## src/rtl/seq_gen_fsm.sv

```systemverilog
// ---------------------------------------------------------------------------
// seq_gen_fsm
//
// Serial pattern generator. On an accepted start it captures a bit pattern,
// an effective length and an effective repetition count. It then shifts the
// pattern out MSB-first (bit len-1 down to 0), one bit per clock, for the
// requested number of repetitions. A single-cycle done pulse follows the last
// bit, and then the block returns to idle. All outputs are registered.
//
// Optional feature (macro SEQ_GEN_GAP_EN):
//   When the macro is defined, one idle "gap" cycle (out=0, valid=0, busy=1)
//   separates consecutive repetitions. There is no gap after the final one.
//   When the macro is undefined, repetitions run back-to-back and no gap
//   state exists.
//
// Parameters:
//   MAXLEN   maximum pattern length in bits (2..16)
//
// Ports:
//   clk      clock, rising edge
//   rst      synchronous active-high reset (priority over start)
//   start    begin request, sampled only while idle
//   pattern  bit pattern, captured on start acceptance
//   len      bits to send; 0/1 -> 1, > MAXLEN -> MAXLEN
//   reps     repetition count; 0 -> 1
//   out      registered serial bit
//   valid    out carries a pattern bit
//   busy     transmission in progress (including gap cycles)
//   done     one-cycle completion pulse
// ---------------------------------------------------------------------------
module seq_gen_fsm #(
  parameter int unsigned MAXLEN = 8
) (
  input  logic              clk,
  input  logic              rst,
  input  logic              start,
  input  logic [MAXLEN-1:0] pattern,
  input  logic [4:0]        len,
  input  logic [3:0]        reps,
  output logic              out,
  output logic              valid,
  output logic              busy,
  output logic              done
);

  localparam int unsigned IdxW    = (MAXLEN > 1) ? $clog2(MAXLEN) : 1;
  localparam logic [4:0]  MaxLen5 = 5'(MAXLEN);

`ifdef SEQ_GEN_GAP_EN
  typedef enum logic [1:0] {
    StIdle  = 2'd0,
    StShift = 2'd1,
    StDone  = 2'd2,
    StGap   = 2'd3
  } state_e;
`else
  typedef enum logic [1:0] {
    StIdle  = 2'd0,
    StShift = 2'd1,
    StDone  = 2'd2
  } state_e;
`endif

  state_e            state_q, state_d;
  logic [MAXLEN-1:0] pat_q, pat_d;
  // Effective length minus one, i.e. the index of the first (MSB) bit sent.
  logic [IdxW-1:0]   len_m1_q, len_m1_d;
  // Index of the bit currently presented on out.
  logic [IdxW-1:0]   idx_q, idx_d;
  // Repetitions still to start after the current one. Counting down to zero
  // avoids wrap with reps=15.
  logic [3:0]        reps_left_q, reps_left_d;
  logic              out_q, out_d;
  logic              valid_q, valid_d;
  logic              busy_q, busy_d;
  logic              done_q, done_d;

  // Input clamping, applied only at start acceptance.
  logic [4:0]      len_clamp;
  logic [IdxW-1:0] len_clamp_m1;
  logic [3:0]      reps_m1;

  always_comb begin
    if (len <= 5'd1) begin
      len_clamp = 5'd1;
    end else if (len > MaxLen5) begin
      len_clamp = MaxLen5;
    end else begin
      len_clamp = len;
    end
    len_clamp_m1 = IdxW'(len_clamp - 5'd1);
    reps_m1      = (reps == 4'd0) ? 4'd0 : (reps - 4'd1);
  end

  // Next-state and registered-output logic.
  always_comb begin
    state_d     = state_q;
    pat_d       = pat_q;
    len_m1_d    = len_m1_q;
    idx_d       = idx_q;
    reps_left_d = reps_left_q;
    out_d       = 1'b0;
    valid_d     = 1'b0;
    busy_d      = 1'b0;
    done_d      = 1'b0;

    unique case (state_q)
      StIdle: begin
        if (start) begin
          pat_d       = pattern;
          len_m1_d    = len_clamp_m1;
          idx_d       = len_clamp_m1;
          reps_left_d = reps_m1;
          // The first bit is presented in the very cycle after acceptance.
          out_d       = pattern[len_clamp_m1];
          valid_d     = 1'b1;
          busy_d      = 1'b1;
          state_d     = StShift;
        end
      end

      StShift: begin
        busy_d = 1'b1;
        if (idx_q != '0) begin
          idx_d   = idx_q - IdxW'(1);
          out_d   = pat_q[idx_q - IdxW'(1)];
          valid_d = 1'b1;
        end else if (reps_left_q != 4'd0) begin
          reps_left_d = reps_left_q - 4'd1;
`ifdef SEQ_GEN_GAP_EN
          state_d = StGap;
`else
          idx_d   = len_m1_q;
          out_d   = pat_q[len_m1_q];
          valid_d = 1'b1;
`endif
        end else begin
          busy_d  = 1'b0;
          done_d  = 1'b1;
          state_d = StDone;
        end
      end

`ifdef SEQ_GEN_GAP_EN
      StGap: begin
        idx_d   = len_m1_q;
        out_d   = pat_q[len_m1_q];
        valid_d = 1'b1;
        busy_d  = 1'b1;
        state_d = StShift;
      end
`endif

      StDone: begin
        idx_d       = '0;
        reps_left_d = 4'd0;
        state_d     = StIdle;
      end

      default: begin
        state_d = StIdle;
      end
    endcase
  end

  always_ff @(posedge clk) begin
    if (rst) begin
      state_q     <= StIdle;
      pat_q       <= '0;
      len_m1_q    <= '0;
      idx_q       <= '0;
      reps_left_q <= 4'd0;
      out_q       <= 1'b0;
      valid_q     <= 1'b0;
      busy_q      <= 1'b0;
      done_q      <= 1'b0;
    end else begin
      state_q     <= state_d;
      pat_q       <= pat_d;
      len_m1_q    <= len_m1_d;
      idx_q       <= idx_d;
      reps_left_q <= reps_left_d;
      out_q       <= out_d;
      valid_q     <= valid_d;
      busy_q      <= busy_d;
      done_q      <= done_d;
    end
  end

  assign out   = out_q;
  assign valid = valid_q;
  assign busy  = busy_q;
  assign done  = done_q;

`ifndef SYNTHESIS
  a_valid_implies_busy: assert property (@(posedge clk) disable iff (rst) valid |-> busy);
  a_done_quiet: assert property (@(posedge clk) disable iff (rst) done |-> (!busy && !valid));
  a_done_single: assert property (@(posedge clk) disable iff (rst) done |=> !done);
`endif

endmodule

```

## config.mk

```make
export PLATFORM = sky130hd
export DESIGN_NAME = seq_gen_fsm
export DESIGN_NICKNAME = d
export VERILOG_FILES = /design/src/rtl/seq_gen_fsm.sv
export SDC_FILE = /design/constraint.sdc
export NUM_CORES = 1
export LEC_CHECK = 0
export CAP_MARGIN = 25
export CORE_ASPECT_RATIO = 0.8
export CORE_MARGIN = 2
export CORE_UTILIZATION = 45
export DETAILED_ROUTE_END_ITERATION = 16
export GPL_ROUTABILITY_DRIVEN = 0
export PLACE_DENSITY = 0.69
export SLEW_MARGIN = 20
export SYNTH_ARGS = -nofsm -noshare
export SYNTH_HDL_FRONTEND = slang
export SYNTH_SLANG_ARGS = --single-unit
```

## constraint.sdc

```tcl
create_clock -name clk -period 6.25 [get_ports clk]
set_input_delay 0.9375 -clock clk [delete_from_list [all_inputs] [get_ports clk]]
set_output_delay 0.9375 -clock clk [all_outputs]
set_load 0.02 [all_outputs]
```

==> flow_summary_export.csv, run 1 <==
group,metric,value,unit
run_status,outcome,"finished, final reports clean",
finish,num_antenna_cells,0,
power_and_ir_drop,p_leak,0.638,nW
global_route,grt_pass1_vias,1288,
cts,cts_root_buf,"clkbuf_8",
cts,cts_sinks,23,
detailed_routing,drtIter0Drc,92,
worst_hold_path,hp-class,"reg2reg",
cts,htreeDepth,1,
synthesis,syn_avg_cell_area,8.20,µm²
setup_path,arrival,3.32,ns
sta,slew_headroom,0.427,
sta,tns,0,ns
finish,area_growth,19.7,%
cts,cts_tree,"yes",
global_route,grt_max_degree,24,
cts,cts_resized,0,
sta,max_freq,320,MHz
flow_run,maxCapViolCount,0,
synthesis,ys_ff_latch,23,
setup_path,cp.required,6.44,ns
synthesis,synth_warnings,0,
synthesis,synthCells,180,
floorplanning,die_y,55.2,µm
sta,fin_skew,0.0113,ns
setup_path,crit_path_top_delay_cell,"clkdlybuf4s50_1",
setup_path,crit_path_max_fanout,10,
setup_path,path_delay_family,"simple AND/OR/NAND/NOR gates",
synthesis,synthFlopType,"dfxtp_1",
detailed_routing,num_vias,1380,
detailed_routing,ant_nets,0,
sta,fin_hold_ws,0.468,ns
setup_path,rrSetupSlack,4.11,ns
cts,cts_buffers,3,
cts,clock_path_buffers,2,
cts,clkTransAtPathRegs,0.09,ns
setup_path,cp_common_cell,"a211o_1",
floorplanning,die-area,0.00376,mm²
power_and_ir_drop,max-vdd-ir-drop,0.000208,V
detailed_routing,drc_errors,0,
place,dp_hpwl,2.68,mm
global_route,grt_pass1_wl,6.10,mm
global_route,grt-ovfl-total,0,
setup_path,slowest_delay,0.44,ns
global_route,antenna_found_initial,0,
sta,hold_viol,0,
sta,rsz0062_at_grt,"no",
finish,post-route-util,0.568,
floorplanning,rows,18,
synthesis,syn_nets,208,
sta,drv_slew,0,
synthesis,syn-cell-area,0.00148,mm²
floorplanning,num_io_pins,24,
floorplanning,core-area,0.00311,mm²
synthesis,async_flop_share,0,
place,port_buffers,23,
setup_path,path_class,"in2reg",
sta,fin_crit,3.13,ns
cts,holdBufCountCts,0,
finish,drive_above_1_share,0.0704,
synthesis,synth_enable_flop_cells,0,
floorplanning,chipWidth,68.0,µm
finish,nNetsFinal,228,
global_route,grtUsageTotal,0.208,
synthesis,synth_seq_area_share,0.312,
cts,insertion_delay,0.27,ns
detailed_routing,routed_wl,3.53,mm
sta,fin_crit_sh,0.501,
sta,setup_violations,0,
detailed_routing,dr.pass1.iters,4,
place,dp_cells,235,
synthesis,ys_types,43,
finish,final_cells,239,
floorplanning,start_util,0.475,
cts,post_cts_buffers,0,
detailed_routing,routedWlPerCell,14.8,µm
sta,worstMarginPinSlew,0.857,ns
setup_path,setup.worst_path.start_class,"input port",
detailed_routing,vias_per_cell,5.77,
power_and_ir_drop,p_per_area,398,mW/mm²
setup_path,path_buf_inv,2,
setup_path,cp-end-kind,"register",
setup_path,cp_cell_sequence,"clkdlybuf4s50_1, or2_2, nor2_1, inv_1, ha_1, nand2b_1, a211o_1, a211o_1, a31oi_1",
[worst paths after layout]
kind                               from               endpoint  cells after the start
hold reg to reg   pat_q[3]$_SDFFE_PP0P_  pat_q[3]$_SDFFE_PP0P_                      2
hold / removal    pat_q[3]$_SDFFE_PP0P_  pat_q[3]$_SDFFE_PP0P_                      2
setup / recovery                 len[3]         out$_SDFF_PP0_                      9
setup reg to reg  idx_q[0]$_SDFFE_PP0P_         out$_SDFF_PP0_                      6
[cell usage in the layout, fill, tap and decap left out, types with 3 or more instances in the layout]
cell	instances
or3b_2	3
and2_1	3
or2_2	3
dfxtp_1	23
nand2b_1	7
nand2_1	25
o31ai_1	3
nor2_1	14
a21oi_1	20
nor3_1	4
clkbuf_8	3
inv_1	7
a211oi_1	9
ha_1	8
clkdlybuf4s50_1	23
nor2b_1	3
o21ai_0	5
nor3b_1	5
[stage by stage]
stage          instance area [µm²]  worst slack, ns  power [mW]
4_1_cts                       1770             3.14       0.702
5_1_grt                       1770             3.03       0.766
2_1_floorplan                 1480             3.44       0.514
3_3_place_gp                  1720             2.94       0.599
6_report                      1770             3.12       0.704
3_5_place_dp                  1720             2.86       0.606
[synthesized netlist by cell type (4+ instances only)]
master | count | area share
nor3b_1 | 5 | 0.025
a21oi_1 | 20 | 0.068
o21ai_0 | 5 | 0.017
a211oi_1 | 9 | 0.046
clkbuf_1 | 6 | 0.015
ha_1 | 8 | 0.068
nor3_1 | 4 | 0.014
nor2_1 | 14 | 0.036
inv_1 | 7 | 0.018
dfxtp_1 | 23 | 0.31
nand2_1 | 25 | 0.064
nand2b_1 | 7 | 0.030
[layer usage]
metal / routed length [µm] / global-route usage
met1: 1790 / 0.328
met2: 1510 / 0.279
met3: 197 / 0.0509
met4: 28 / 0.0543
met5: 0 / 0
[sequential cells by signal, summed over array words and instances (netlist names)]
register / count
pat_q: 8
reps_left_q: 4
idx_q: 3
len_m1_q: 3
state_q: 2
busy: 1
done: 1
out: 1
[layout make-up]
cell class | instances | area [µm²]
fill | 289 | 1340
multi-input combinational | 142 | 955
sequential | 23 | 460
timing repair buffer | 23 | 230
tap | 40 | 50.0
clock buffer | 4 | 45.0
inverter | 7 | 26.3
[report_power, final]
part           switching [mW]  total, mW  internal [mW]  leakage (nW)
Clock                  0.0483     0.0939         0.0455        0.0228
Sequential             0.0388      0.226          0.187         0.190
Combinational           0.203      0.384          0.181         0.425
Total                   0.290      0.704          0.413         0.638
[cell families after synthesis]
logic type | after synthesis | synth area share
XOR/XNOR | 1 | 0.00593
adder cells (fa/ha/maj) | 8 | 0.0678
AO/OA/AOI/OAI | 54 | 0.241
flip-flops | 23 | 0.312
AND/OR/NAND/NOR | 74 | 0.258
multiplexers | 5 | 0.0737
buffers and inverters | 15 | 0.0415
[worst register-to-register path, delay by kind of cell (launching register included)]
kind	cells	cell delay, ns
AND/OR/NAND/NOR	2	0.87
AO/OA/AOI/OAI	2	0.39
flip-flops	1	0.43
buffers and inverters	1	0.09
adder cells (fa/ha/maj)	1	0.29
Power figures use the tool's default switching activity.
==> inputs of run 2 (changes only) <==
--- a/config.mk
+++ b/config.mk
@@ -11,7 +11,7 @@
 export CORE_UTILIZATION = 45
 export DETAILED_ROUTE_END_ITERATION = 16
 export GPL_ROUTABILITY_DRIVEN = 0
-export PLACE_DENSITY = 0.69
+export PLACE_DENSITY = 0.72
 export SLEW_MARGIN = 20
 export SYNTH_ARGS = -nofsm -noshare
 export SYNTH_HDL_FRONTEND = slang
==> constraint.sdc (replaced) <==
create_clock -name clk -period 2.6 [get_ports clk]
set_input_delay 0.39 -clock clk [delete_from_list [all_inputs] [get_ports clk]]
set_output_delay 0.39 -clock clk [all_outputs]
set_load 0.02 [all_outputs]
==> flow_summary_export.csv, run 2 (same netlist as run 1, synthesis figures left out) <==
group,metric,value,unit
run_status,outcome,"finished, final reports clean",
place,dp_cells,240,
sta,fin_crit_sh,0.940,
cts,cts_root_buf,"clkbuf_8",
cts,cts_tree,"yes",
finish,final_cells,244,
sta,drv_slew,0,
setup_path,cp.required,2.78,ns
sta,rsz0062_at_grt,"no",
floorplanning,rows,18,
global_route,grt-ovfl-total,0,
finish,regMostFlops,"pat_q",
finish,nNetsFinal,233,
place,dp_slack,-0.0653,ns
global_route,antenna_found_initial,0,
cts,holdBufCountCts,0,
setup_path,path_delay_family,"compound AO/OA/AOI/OAI gates",
flow_run,maxCapViolCount,0,
setup_path,path_buf_inv,2,
cts,htreeDepth,1,
global_route,grt_pass1_wl,6.50,mm
setup_path,setup.worst_path.start_class,"input port",
sta,max_freq,409,MHz
cts,cts_sinks,23,
detailed_routing,routed_wl,3.62,mm
detailed_routing,m1WireLength,1.80,mm
floorplanning,die-area,0.00376,mm²
detailed_routing,num_vias,1387,
setup_path,worstSetupStartpoint,"len[3]",
floorplanning,die_y,55.2,µm
power_and_ir_drop,p_leak,0.665,nW
detailed_routing,vias_per_cell,5.68,
finish,drive_above_1_share,0.0980,
setup_path,arrival,2.62,ns
worst_hold_path,hp-start,"pat_q[1]$_SDFFE_PP0P_",
detailed_routing,wl_met2,1.62,mm
setup_path,path_class,"in2reg",
global_route,grt_pass1_vias,1362,
finish,post-route-util,0.581,
finish,area.sequential,460,µm²
detailed_routing,dr_wl_met3,192,µm
finish,fillCellCount,265,
cts,clock_path_buffers,2,
floorplanning,chipWidth,68.0,µm
sta,fin_hold_ws,0.472,ns
worst_hold_path,hp-class,"reg2reg",
setup_path,worstReg2RegEnd,"out$_SDFF_PP0_",
cts,cts_resized,0,
floorplanning,core-area,0.00311,mm²
worst_hold_path,min_path_cells,2,
detailed_routing,ant_nets,0,
cts,cts_buffers,3,
detailed_routing,routedWlPerCell,14.8,µm
finish,layout_common_cells,"nand2_1, dfxtp_1, clkdlybuf4s50_1",
sta,fin_crit,2.44,ns
setup_path,cp-end-kind,"register",
cts,post_cts_buffers,0,
sta,slew_headroom,0.393,
detailed_routing,drc_errors,0,
power_and_ir_drop,p_per_area,943,mW/mm²
finish,num_antenna_cells,0,
setup_path,crit_path_max_fanout,4,
global_route,grt_max_degree,24,
floorplanning,num_io_pins,24,
detailed_routing,drtIter0Drc,68,
floorplanning,start_util,0.475,
place,port_buffers,23,
setup_path,cp_common_cell,"a211o_1",
finish,largest_reg_flops,8,
worst_hold_path,holdPathEnd,"pat_q[1]$_SDFFE_PP0P_",
sta,worstMarginPinSlew,0.907,ns
global_route,grtUsageTotal,0.220,
sta,setup_violations,0,
finish,layout_commonest_cell,"nand2_1",
power_and_ir_drop,max-vdd-ir-drop,0.000533,V
sta,hold_viol,0,
cts,insertion_delay,0.26,ns
detailed_routing,top_layer,"met4",
setup_path,slowest_delay,0.46,ns
sta,fin_skew,0.00486,ns
setup_path,crit_path_top_delay_cell,"clkdlybuf4s50_1",
sta,layout_setup_ws,0.157,ns
setup_path,cp_cell_sequence,"clkdlybuf4s50_1, or2_2, nor2_1, inv_1, ha_1, nand2b_1, a211o_1, a211o_1, a31oi_1",
detailed_routing,dr.pass1.iters,4,
setup_path,reg2reg_from,"idx_q[0]$_SDFFE_PP0P_",
setup_path,reg2reg_depth,6,
finish,largest_registers,"pat_q: 8 flops, reps_left_q: 4 flops",
finish,multi_input_area,955,µm²
setup_path,rrSetupSlack,0.44,ns
finish,area_growth,22.3,%
cts,clkTransAtPathRegs,0.08,ns
place,dp_hpwl,2.76,mm
[run 2: changes by cell type in the layout (fill, tap and decap cells not counted)]
cell	before	now
buf_4	0	5
clkbuf_1	1	0
clkinv_2	0	1
[run 2: report_power, final]
group,total [mW],internal [mW],switching (mW)
combinational,0.937,0.442,0.495
clock,0.220,0.107,0.113
sequential,0.545,0.449,0.0953
[run 2: worst register-to-register path, stage by stage, from the launching register on]
cell and delay [ns]:
dfxtp_1 0.43, inv_1 0.10, ha_1 0.30, nand2b_1 0.25, o21ai_0 0.28, or4_1 0.58, a31oi_1 0.15
[run 2: how the worst max path moves through the flow]
| stage | to | cells after the start |
|---|---|---|
| CTS | out$_SDFF_PP0_ | 9 |
| floorplan | out$_SDFF_PP0_ | 9 |
| detailed placement | out$_SDFF_PP0_ | 9 |
| finish | out$_SDFF_PP0_ | 9 |
| global route | out$_SDFF_PP0_ | 9 |
| global placement | out$_SDFF_PP0_ | 9 |
[run 2: stage by stage]
stage | TNS, ns | cell area [µm²] | total power, mW
3_5_place_dp | -0.0653 | 1760 | 1.47
2_1_floorplan | 0 | 1480 | 1.24
6_report | 0 | 1810 | 1.70
4_1_cts | 0 | 1810 | 1.70
3_3_place_gp | 0 | 1760 | 1.43
5_1_grt | 0 | 1810 | 1.86
[run 2: layout make-up]
class	instances	share of cell area
clock buffers	3	0.0229
clock inverters	1	0.00277
inverters	7	0.0146
multi-input cells	142	0.529
flip-flops and latches	23	0.255
well taps	40	0.0277
repair buffers	28	0.148
[run 2: routing by layer]
metal | GRT usage | vias to the layer above
met5 | 0 | -
met4 | 0.0429 | 0
met3 | 0.0591 | 2
met2 | 0.325 | 32
met1 | 0.322 | 645
li1 | - | 708
